## src/rtl/video_timing_if.sv

```systemverilog
// Display-side bundle for the raster timing generator.
// The generator drives the panel/pixel outputs; the host drives vblank_ack.
interface video_timing_if;
  logic        disp_hsync;
  logic        disp_vsync;
  logic        disp_de;
  logic [10:0] pix_x;
  logic [9:0]  pix_y;
  logic        frame_start;
  logic        int_vblank;
  logic        vblank_ack;

  modport master (
    output disp_hsync,
    output disp_vsync,
    output disp_de,
    output pix_x,
    output pix_y,
    output frame_start,
    output int_vblank,
    input  vblank_ack
  );

  modport slave (
    input  disp_hsync,
    input  disp_vsync,
    input  disp_de,
    input  pix_x,
    input  pix_y,
    input  frame_start,
    input  int_vblank,
    output vblank_ack
  );
endinterface

```

## src/rtl/video_timing.sv

```systemverilog
// Raster timing generator, CEA 720p60 by default; all outputs registered.
// VIDEO_TIMING_IRQ_LATCH_EN makes int_vblank sticky until vblank_ack.
module video_timing #(
  parameter int H_ACTIVE  = 1280,
  parameter int H_FP      = 110,
  parameter int H_SYNC    = 40,
  parameter int H_BP      = 220,
  parameter int V_ACTIVE  = 720,
  parameter int V_FP      = 5,
  parameter int V_SYNC    = 5,
  parameter int V_BP      = 20,
  parameter bit HSYNC_POL = 1'b1,
  parameter bit VSYNC_POL = 1'b1
) (
  input  logic          pixel_clk,
  input  logic          reset,
  video_timing_if.master vid
);

  localparam int H_TOTAL = H_ACTIVE + H_FP + H_SYNC + H_BP;
  localparam int V_TOTAL = V_ACTIVE + V_FP + V_SYNC + V_BP;

  if (H_TOTAL > 2048) begin : g_bad_h
    $error("video_timing: H_TOTAL exceeds 2048");
  end
  if (V_TOTAL > 1024) begin : g_bad_v
    $error("video_timing: V_TOTAL exceeds 1024");
  end

  // One extra bit so sync end bounds of 2048/1024 still compare correctly
  localparam logic [11:0] H_LAST = 12'(H_TOTAL - 1);
  localparam logic [11:0] H_ACT  = 12'(H_ACTIVE);
  localparam logic [11:0] HS_BEG = 12'(H_ACTIVE + H_FP);
  localparam logic [11:0] HS_END = 12'(H_ACTIVE + H_FP + H_SYNC);
  localparam logic [10:0] V_LAST = 11'(V_TOTAL - 1);
  localparam logic [10:0] V_ACT  = 11'(V_ACTIVE);
  localparam logic [10:0] VS_BEG = 11'(V_ACTIVE + V_FP);
  localparam logic [10:0] VS_END = 11'(V_ACTIVE + V_FP + V_SYNC);

  logic [10:0] hcnt;
  logic [9:0]  vcnt;
  logic [11:0] hc;
  logic [10:0] vc;
  logic        h_last;
  logic        v_last;
  logic        act;
  logic        hs_on;
  logic        vs_on;
  logic        vblank_evt;
  logic        fs_evt;

  always_comb begin
    hc         = {1'b0, hcnt};
    vc         = {1'b0, vcnt};
    h_last     = (hc == H_LAST);
    v_last     = (vc == V_LAST);
    act        = (hc < H_ACT) && (vc < V_ACT);
    hs_on      = (hc >= HS_BEG) && (hc < HS_END);
    vs_on      = (vc >= VS_BEG) && (vc < VS_END);
    vblank_evt = (hcnt == '0) && (vc == V_ACT);
    fs_evt     = (hcnt == '0) && (vcnt == '0);
  end

  always_ff @(posedge pixel_clk) begin
    if (reset) begin
      hcnt <= '0;
      vcnt <= '0;
    end else begin
      hcnt <= h_last ? '0 : hcnt + 11'd1;
      if (h_last) begin
        vcnt <= v_last ? '0 : vcnt + 10'd1;
      end
    end
  end

  always_ff @(posedge pixel_clk) begin
    if (reset) begin
      vid.disp_de     <= 1'b0;
      vid.disp_hsync  <= ~HSYNC_POL;
      vid.disp_vsync  <= ~VSYNC_POL;
      vid.pix_x       <= '0;
      vid.pix_y       <= '0;
      vid.frame_start <= 1'b0;
    end else begin
      vid.disp_de     <= act;
      vid.disp_hsync  <= hs_on ? HSYNC_POL : ~HSYNC_POL;
      vid.disp_vsync  <= vs_on ? VSYNC_POL : ~VSYNC_POL;
      vid.pix_x       <= act ? hcnt : '0;
      vid.pix_y       <= act ? vcnt : '0;
      vid.frame_start <= fs_evt;
    end
  end

`ifdef VIDEO_TIMING_IRQ_LATCH_EN
  // Set has priority so an ack racing a new vblank never loses it
  always_ff @(posedge pixel_clk) begin
    if (reset) begin
      vid.int_vblank <= 1'b0;
    end else if (vblank_evt) begin
      vid.int_vblank <= 1'b1;
    end else if (vid.vblank_ack) begin
      vid.int_vblank <= 1'b0;
    end
  end
`else
  logic unused_ack;
  assign unused_ack = vid.vblank_ack;

  always_ff @(posedge pixel_clk) begin
    if (reset) begin
      vid.int_vblank <= 1'b0;
    end else begin
      vid.int_vblank <= vblank_evt;
    end
  end
`endif

endmodule
```

## src/flat_wrapper.sv

```systemverilog
// flat-port wrapper written by rule: the top's interface ports become plain ports
module video_timing_flat 
#(
  parameter int H_ACTIVE  = 1280,
  parameter int H_FP      = 110,
  parameter int H_SYNC    = 40,
  parameter int H_BP      = 220,
  parameter int V_ACTIVE  = 720,
  parameter int V_FP      = 5,
  parameter int V_SYNC    = 5,
  parameter int V_BP      = 20,
  parameter bit HSYNC_POL = 1'b1,
  parameter bit VSYNC_POL = 1'b1
)
  (pixel_clk, reset, vid_disp_hsync, vid_disp_vsync, vid_disp_de, vid_pix_x, vid_pix_y, vid_frame_start, vid_int_vblank, vid_vblank_ack);
  video_timing_if vid_i ();
  input  logic pixel_clk;
  input  logic reset;
  output wire logic [$bits(vid_i.disp_hsync)-1:0] vid_disp_hsync;
  output wire logic [$bits(vid_i.disp_vsync)-1:0] vid_disp_vsync;
  output wire logic [$bits(vid_i.disp_de)-1:0] vid_disp_de;
  output wire logic [$bits(vid_i.pix_x)-1:0] vid_pix_x;
  output wire logic [$bits(vid_i.pix_y)-1:0] vid_pix_y;
  output wire logic [$bits(vid_i.frame_start)-1:0] vid_frame_start;
  output wire logic [$bits(vid_i.int_vblank)-1:0] vid_int_vblank;
  input wire logic [$bits(vid_i.vblank_ack)-1:0] vid_vblank_ack;
  assign vid_disp_hsync = vid_i.disp_hsync;
  assign vid_disp_vsync = vid_i.disp_vsync;
  assign vid_disp_de = vid_i.disp_de;
  assign vid_pix_x = vid_i.pix_x;
  assign vid_pix_y = vid_i.pix_y;
  assign vid_frame_start = vid_i.frame_start;
  assign vid_int_vblank = vid_i.int_vblank;
  assign vid_i.vblank_ack = vid_vblank_ack;
  video_timing #(.H_ACTIVE(H_ACTIVE), .H_FP(H_FP), .H_SYNC(H_SYNC), .H_BP(H_BP), .V_ACTIVE(V_ACTIVE), .V_FP(V_FP), .V_SYNC(V_SYNC), .V_BP(V_BP), .HSYNC_POL(HSYNC_POL), .VSYNC_POL(VSYNC_POL)) u_core (.pixel_clk(pixel_clk), .reset(reset), .vid(vid_i));
endmodule
```

## config.mk

```make
export PLATFORM = sky130hd
export DESIGN_NAME = video_timing_flat
export DESIGN_NICKNAME = d
export VERILOG_FILES = /design/src/rtl/video_timing_if.sv /design/src/rtl/video_timing.sv /design/src/flat_wrapper.sv
export SDC_FILE = /design/constraint.sdc
export NUM_CORES = 1
export LEC_CHECK = 0
export BUFFER_PORTS_ARGS = -buffer_cell sky130_fd_sc_hd__buf_2
export CORE_AREA = 10 10 66 74
export CTS_CLUSTER_SIZE = 16
export DETAILED_ROUTE_END_ITERATION = 8
export DIE_AREA = 0 0 76 84
export GPL_TIMING_DRIVEN = 0
export PLACE_DENSITY = 0.77
export SKIP_CTS_REPAIR_TIMING = 1
export SLEW_MARGIN = 25
export SYNTH_ARGS = -nofsm -noshare
export SYNTH_HDL_FRONTEND = slang
export SYNTH_SLANG_ARGS = --single-unit
```

## constraint.sdc

```tcl
create_clock -name pixel_clk -period 2.9 [get_ports pixel_clk]
set_input_delay 0.29 -clock pixel_clk [delete_from_list [all_inputs] [get_ports pixel_clk]]
set_output_delay 0.29 -clock pixel_clk [all_outputs]
set_load 0.005 [all_outputs]
```

==> reports/metrics.cfg, run 1 <==
[setup_path]
startpoint_type = register
critical_path_arrival_ns = 2.27
path_class = register to register
path_cells = clkbuf_1, nand3_1, or3_4, buf_6, clkbuf_1, o31ai_1, a21oi_1
slowest_stage = or3_4
r2r_slack_ns = 0.79
critPathTopFamily = buffers and inverters
cp_slowest_stage_delay_ns = 0.43
crit_buf_inv = 3
critPathCaptureType = register
critPathMaxFanout = 10
crit_required_ns = 3.06
crit_top_cell = clkbuf_1

[synthesis]
ys.warnings.count = 0
syn_nets = 213
synthCells = 203
post_synth.cell_area_avg_sq_um = 9.18
syn_area_sq_mm = 0.00186
ys_seq_area_share_pct = 50.5
yosys_register_bits = 47
async_flop_share_pct = 0
synth_cell_types = 32
synth_edf_count = 0
synth_flop_cell = dfxtp_1

[outcome]
status = finished, final reports clean

[cells_and_area]
design_area_sq_mm = 0.00215
fill_cells = 320
regArea_sq_um = 941
final_common_cell = dfxtp_1
syn2layout_area_growth_pct = 15.2
multi_input_comb_area_sq_um = 840
fin_nets = 247
drive_gt1_share_pct = 16.0
layout_common_cells = 47 x dfxtp_1, 27 x buf_2, 20 x nor2_1
fin_cells = 288
antenna_cells = 0

[cts]
clockRootBuffer = clkbuf_8
cts_tree = built
numClockSinks = 47
h-tree-depth = 2
clockBufferDepth = 2
cts_buffers = 5
clkTransAtPathRegs_ns = 0.08
insertion_delay_ns = 0.30

[sta]
timing.slew.headroom_pct = 60.9
grt_setup_unrepaired = no
fin_skew_ns = 0.00788
setup_viol = 0
fin_crit_sh_pct = 72.9
slew_violations = 0
setup_slack_ns = 0.787
worst_pin_slew_ns = 0.585
fin_setup_tns_ns = 0
fmax_mhz = 473
finalHoldViolCount = 0
finalCriticalPeriod_ns = 2.11

[detailed_routing]
ant_nets = 0
vias = 1472
wl_per_cell_um = 13.3
first_pass_iters = 4
totalWireLength_um = 3820
top_layer_used = met4
drc = 0
vias_per_cell = 5.11
drt_iter0_drc = 164
wl_met3_um = 227
wl_met1_um = 1650
wl_met2_um = 1890

[floorplan]
dieArea_sq_mm = 0.00638
placementRows = 23
boundaryPins = 29
die_h_um = 84
fp.coreArea_sq_mm = 0.00348
die_x_um = 76
floorplan.initialDensity_pct = 53.5

[grt]
grt_pass1_vias = 1379
antenna_found_initial = 0
grt_use_total_pct = 12.7
grt_max_degree = 15
overflow = 0
grt_pass1_wl_um = 6780

[power]
p_leak_uw = 0.000848
vdd_drop_max_mv = 0.292
powerDensity_mw_per_mm2 = 498
total_power_uw = 1070

[place]
place_ws_ns = 0.813
post-dp-hpwl_um = 2770
globalplace.congestion = 0.877
dp.cells = 280
io_buffer_count = 27
postPlaceCellArea_sq_mm = 0.00206

[worst_hold_path]
hold_path.class = input pin to register

[flow_run]
drv_cap = 0

## final cells by class
cell class	count	area share (%)
Sequential cell	47	43.8
Multi-Input combinational cell	136	39.1
Timing Repair Buffer	27	6.30
Clock buffer	6	3.38
Tap cell	50	2.92
Buffer	11	2.27
Inverter	9	1.57
Clock inverter	2	0.583
## routing by layer
| metal | track usage, % | vias up |
|---|---|---|
| met5 | 0 | - |
| met4 | 5.00 | 0 |
| met3 | 4.53 | 5 |
| met2 | 20.4 | 36 |
| met1 | 15.0 | 666 |
| li1 | - | 765 |
## cells in the mapped netlist (3+ instances only)
cell type  instances  share of area [%]
or3_1              3                1.0
o31ai_1            5                2.0
xnor2_1            4                1.9
or4_1              5                2.0
nor4_1             4                1.3
inv_1              9                1.8
nor3_1             9                2.4
a21oi_1           12                3.2
xor2_1             5                2.4
clkbuf_1          10                2.0
dfxtp_1           47                 51
nor2_1            20                4.0
and2_1            15                5.0
o21ai_0            5                1.3
ha_1               7                4.7
nand3_1            9                2.4
nand2_1           11                2.2
nand4_1            5                1.7
## worst paths after layout
path / cells after the start / endpoint / start
worst max-delay path: 7 / u_core.vcnt[6] / u_core.hcnt[4]
worst min-delay path: 2 / u_core.vcnt[1] / reset
worst max register to register: 7 / u_core.vcnt[6] / u_core.hcnt[4]
worst min register to register: 1 / u_core.hcnt[0] / u_core.hcnt[0]
## worst register-to-register path: cells and delay by family (launching register included)
kind,cells,cell delay [ns]
and+or+nand+nor,2,0.62
DFF,1,0.31
AOI/OAI and AO/OA,2,0.39
buffers and inverters,3,0.66
## flip-flops by register name, summed over array words and instances, names as in the netlist
| signal | flops |
|---|---|
| u_core.hcnt | 11 |
| u_core.vcnt | 10 |
| u_core.vid.disp_de | 1 |
| u_core.vid.disp_hsync | 1 |
| u_core.vid.disp_vsync | 1 |
| u_core.vid.frame_start | 1 |
| u_core.vid.int_vblank | 1 |
| u_core.vid.pix_x | 11 |
| u_core.vid.pix_y | 10 |
## stage by stage
step                hold slack, ns  utilization [%]
floorplan                    0.359                -
global placement             0.487             59.2
detailed placement           0.493             59.2
CTS                          0.249             61.6
global route                 0.250             61.6
finish                       0.256             61.6
## cells by family (layout without fill, tap and decap cells)
logic type | Yosys count | in the layout | share of synthesized area (%)
xor gates and xnor gates | 9 | 9 | 4.23
AOI/OAI and AO/OA | 26 | 26 | 8.06
adders and majority gates | 7 | 7 | 4.70
and+or+nand+nor | 94 | 94 | 28.1
DFF | 47 | 47 | 50.5
buffers and inverters | 20 | 55 | 4.43
## power by group
part           switching (uW)  internal [uW]  leakage (uW)  total (uW)
registers                6.16            653      0.000380         659
clock network             205            168     0.0000412         374
logic                    22.4           14.6      0.000427        37.0
total                     234            836      0.000848        1070
No activity file was read; power rests on OpenSTA's default activity.
==> run 2: changes to the inputs <==
- CORE_AREA: 10 10 66 74 -> 10 10 70 78
- DIE_AREA: 0 0 76 84 -> 0 0 80 88
- PLACE_DENSITY: 0.77 -> 0.72
- clock period: 2.9 -> 1.85 ns (I/O delays scaled with it)
==> run 2 against run 1 <==
Net effect:
- the flow now finishes with violations (negative setup slack)
- critical path depth is 2 lower
- worst hold slack worse by 0.10 ns
- power is 74% higher
- global-route usage is 1.4 points lower
- largest cell class unchanged
==> reports/metrics.cfg, run 2 (synthesized netlist as in run 1, its figures left out) <==
[setup_path]
critPathCaptureType = register
crit_required_ns = 2.10
startpoint_type = register
critPathMaxFanout = 5
critical_path_arrival_ns = 2.20
path_class = register to register

[flow_run]
drv_cap = 0

[floorplan]
placementRows = 24
die_h_um = 88
dieArea_sq_mm = 0.00704
floorplan.initialDensity_pct = 47.7
fp.coreArea_sq_mm = 0.00390
die_x_um = 80
boundaryPins = 29

[sta]
setup_viol = 5
finalCriticalPeriod_ns = 1.95
finalHoldViolCount = 0
setup_slack_ns = -0.0976
fin_skew_ns = 0.00662
fmax_mhz = 513
timing.slew.headroom_pct = 72.8
fin_crit_sh_pct = 105
whs_ns = 0.152
slew_violations = 0
grt_setup_unrepaired = yes
worst_pin_slew_ns = 0.408

[detailed_routing]
vias_per_cell = 5.12
first_pass_iters = 4
vias = 1511
drc = 0
totalWireLength_um = 4090
wl_per_cell_um = 13.9
drt_iter0_drc = 108
ant_nets = 0

[cells_and_area]
layout_common_cells = 41 x dfxtp_1, 29 x buf_2, 19 x nor2_1
fin_nets = 252
syn2layout_area_growth_pct = 24.2
drive_gt1_share_pct = 28.4
reg.largest.list = u_core.hcnt x11, u_core.vid.pix_x x11
antenna_cells = 0
final_common_cell = dfxtp_1
design_area_sq_mm = 0.00231
fin_cells = 295

[cts]
clockBufferDepth = 2
clkTransAtPathRegs_ns = 0.09
numClockSinks = 47
cts_tree = built
insertion_delay_ns = 0.31
cts_buffers = 5
h-tree-depth = 2
clockRootBuffer = clkbuf_8

[grt]
overflow = 0
grt_use_met3_pct = 4.51
grt_use_total_pct = 11.3
met2_usage_pct = 18.1
grt_pass1_wl_um = 6380
grt_busiest_layer = met2
grt_pass1_vias = 1420
antenna_found_initial = 0
grt_max_degree = 17
grt_use_met1_pct = 12.9

[place]
place_ws_ns = -0.222
dp.cells = 282
post-dp-hpwl_um = 2790
postPlaceCellArea_sq_mm = 0.00207
globalplace.congestion = 0.787
io_buffer_count = 27

[power]
p_leak_uw = 0.000921
vdd_drop_max_mv = 0.430
powerDensity_mw_per_mm2 = 804

[worst_hold_path]
hold_path.class = input pin to register

[outcome]
status = complete, but fails checks
violations = negative setup slack

[run 2: changes by cell type in the layout (fill, tap and decap cells not counted), moves of 3 or more]
cell      change
buf_4         +7
clkbuf_1      -7
dfxtp_1       -6
dfxtp_4       +4
o31ai_1       -4
o31ai_2       +3
[run 2: cell type report]
| class | count | area [sq um] |
|---|---|---|
| Fill cell | 355 | 1590 |
| Sequential cell | 47 | 958 |
| Multi-Input combinational cell | 136 | 903 |
| Timing Repair Buffer | 35 | 193 |
| Clock buffer | 5 | 68.8 |
| Tap cell | 52 | 65.1 |
| Clock inverter | 3 | 46.3 |
| Buffer | 8 | 46.3 |
| Inverter | 9 | 33.8 |
[run 2: critical path, cell delays in order, from the launching register on]
cell and delay, ns:
dfxtp_4 0.36, or3_4 0.40, or3_4 0.35, buf_6 0.14, or4_1 0.51, a21oi_2 0.13
[run 2: final timing paths]
check	slack, ns	depth (start not counted)	from	endpoint
worst min register to register	0.45	1	u_core.hcnt[0]	u_core.hcnt[0]
worst max-delay path	-0.1	5	u_core.hcnt[3]	u_core.vcnt[6]
worst min-delay path	0.15	2	reset	u_core.vcnt[0]
worst max register to register	-0.1	5	u_core.hcnt[3]	u_core.vcnt[6]
[run 2: through the flow]
| stage | total power (uW) | setup TNS [ns] | util (%) |
|---|---|---|---|
| 2_1_floorplan | 1090 | 0 | - |
| 3_3_place_gp | 1120 | -3.10 | 52.9 |
| 3_5_place_dp | 1120 | -3.23 | 52.9 |
| 4_1_cts | 1870 | -3.63 | 55.9 |
| 5_1_grt | 1930 | -0.778 | 59.3 |
| 6_report | 1860 | -0.377 | 59.3 |
[run 2: power by group]
part | internal [uW] | switching [uW] | total (uW)
sequential | 1020 | 6.61 | 1030
combinational | 34.1 | 41.1 | 75.1
clock | 407 | 351 | 757
total | 1460 | 398 | 1860
[run 2: metal layers]
metal | share of wire (%) | up-vias
met5 | 0 | -
met4 | 1.7 | 0
met3 | 7.7 | 7
met2 | 47 | 32
met1 | 43 | 690
li1 | - | 782
==> run 3: changes to the inputs <==
- clock period: 1.85 -> 1.74 ns (I/O delays scaled with it)
==> run 3 against run 2 <==
Net effect:
- the flow still finishes with violations (negative setup slack)
- clock power decreased by 14%
- maximum frequency increased by 0.50%
- die area stayed put
- clock skew fell by 0.0015 ns
- combinational power up 13%
- sequential share of layout area is 0.64 points higher
- final area is 2.2% lower
- largest power group unchanged
==> reports/metrics.cfg, run 3 (synthesized netlist as in run 1, its figures left out) <==
[cts]
h-tree-depth = 2
clockBufferDepth = 2
cts_buffers = 5
numClockSinks = 47
clockRootBuffer = clkbuf_8
insertion_delay_ns = 0.30
cts_tree = built
clkTransAtPathRegs_ns = 0.08

[sta]
finalHoldViolCount = 0
fin_crit_sh_pct = 111
whs_ns = 0.153
setup_slack_ns = -0.198
fin_skew_ns = 0.00507
worst_pin_slew_ns = 0.426
fin_setup_tns_ns = -1.17
setup_viol = 8
timing.slew.headroom_pct = 71.6
grt_setup_unrepaired = yes
fmax_mhz = 516
finalCriticalPeriod_ns = 1.94
slew_violations = 0

[worst_hold_path]
hold_path.class = input pin to register
whs_endpoint = u_core.vcnt[0]
min_from = reset
hold_depth = 2

[setup_path]
startpoint_type = register
crit_required_ns = 1.98
critical_path_arrival_ns = 2.18
critPathMaxFanout = 6
reg2reg_from = u_core.hcnt[2]
r2r_end = u_core.vcnt[7]
r2r_slack_ns = -0.20
path_class = register to register
critPathCaptureType = register
r2r_cells = 5

[outcome]
violations = negative setup slack
status = complete, but fails checks

[grt]
grt_pass1_wl_um = 6520
antenna_found_initial = 0
grt_pass1_vias = 1409
grt_max_degree = 16
grt_use_total_pct = 11.8
overflow = 0

[detailed_routing]
drt_iter0_drc = 97
first_pass_iters = 4
wl_per_cell_um = 14.2
vias = 1527
totalWireLength_um = 4170
ant_nets = 0
vias_per_cell = 5.21
drc = 0

[cells_and_area]
fill_cells = 368
fin_nets = 250
drive_gt1_share_pct = 27.4
final_common_cell = dfxtp_1
reg.largest.list = u_core.hcnt x11, u_core.vid.pix_x x11
layout_common_cells = 42 x dfxtp_1, 29 x buf_2, 19 x nor2_1
antenna_cells = 0
design_area_sq_mm = 0.00226
syn2layout_area_growth_pct = 21.6

[place]
globalplace.congestion = 0.832
io_buffer_count = 27
post-dp-hpwl_um = 2800
postPlaceCellArea_sq_mm = 0.00207

[floorplan]
floorplan.initialDensity_pct = 47.7
fp.coreArea_sq_mm = 0.00390
placementRows = 24
die_h_um = 88
boundaryPins = 29
dieArea_sq_mm = 0.00704
die_x_um = 80

[power]
powerDensity_mw_per_mm2 = 809
p_leak_uw = 0.000904
vdd_drop_max_mv = 0.378

[flow_run]
drv_cap = 0

## run 3: changes by cell type in the layout (fill, tap and decap cells not counted), moves of 2 or more
| cell | previous run | this run |
|---|---|---|
| clkbuf_1 | 4 | 2 |
| inv_4 | 0 | 2 |
| clkbuf_2 | 0 | 2 |
| dfxtp_4 | 4 | 2 |
| clkbuf_4 | 2 | 0 |
| o21ai_1 | 2 | 0 |
| buf_4 | 7 | 5 |
| o21ai_0 | 3 | 5 |
## run 3: worst max path at each step
stage	start	endpoint	slack (ns)	depth (start not counted)
2_1_floorplan	u_core.hcnt[2]	u_core.vcnt[5]	-0.09	5
3_3_place_gp	u_core.hcnt[5]	u_core.vcnt[5]	-0.33	6
3_5_place_dp	u_core.hcnt[5]	u_core.vcnt[2]	-0.34	6
4_1_cts	u_core.hcnt[5]	u_core.vcnt[2]	-0.34	6
5_1_grt	u_core.hcnt[2]	u_core.vcnt[5]	-0.24	5
6_report	u_core.hcnt[2]	u_core.vcnt[7]	-0.20	5
## run 3: per-layer routing
layer	GRT usage, %	part of all wire (%)
met5	0	0
met4	5.29	1.9
met2	19.7	49
met1	12.9	42
met3	4.51	6.4
## run 3: worst max-delay path, cell delays in order (launching register included)
cell and delay [ns]:
dfxtp_4 0.37, or3_4 0.39, or3_4 0.36, buf_6 0.14, or4_4 0.47, a21oi_2 0.14
## run 3: power by group
part | total (uW) | switching, uW | internal [uW]
Sequential | 1100 | 10.9 | 1090
Clock | 649 | 368 | 281
Combinational | 84.8 | 45.7 | 39.1
## run 3: cell type report
type | instances | area, sq um | share of cell area (%)
clock inverter | 3 | 18.8 | 0.829
tap | 52 | 65.1 | 2.87
multi-input combinational | 136 | 897 | 39.6
inverter | 9 | 36.3 | 1.60
clock buffer | 5 | 68.8 | 3.04
buffer | 9 | 56.3 | 2.49
sequential | 47 | 952 | 42.0
timing repair buffer | 32 | 170 | 7.51
## run 3: stage by stage
| stage | total power (uW) | cells | setup WS [ns] | utilization, % |
|---|---|---|---|---|
| floorplan | 1160 | 203 | -0.0875 | - |
| global placement | 1190 | 282 | -0.327 | 53.1 |
| detailed placement | 1190 | 282 | -0.337 | 53.1 |
| CTS | 1830 | 290 | -0.344 | 55.4 |
| global route | 1910 | 293 | -0.245 | 58.0 |
| finish | 1830 | 293 | -0.198 | 58.0 |
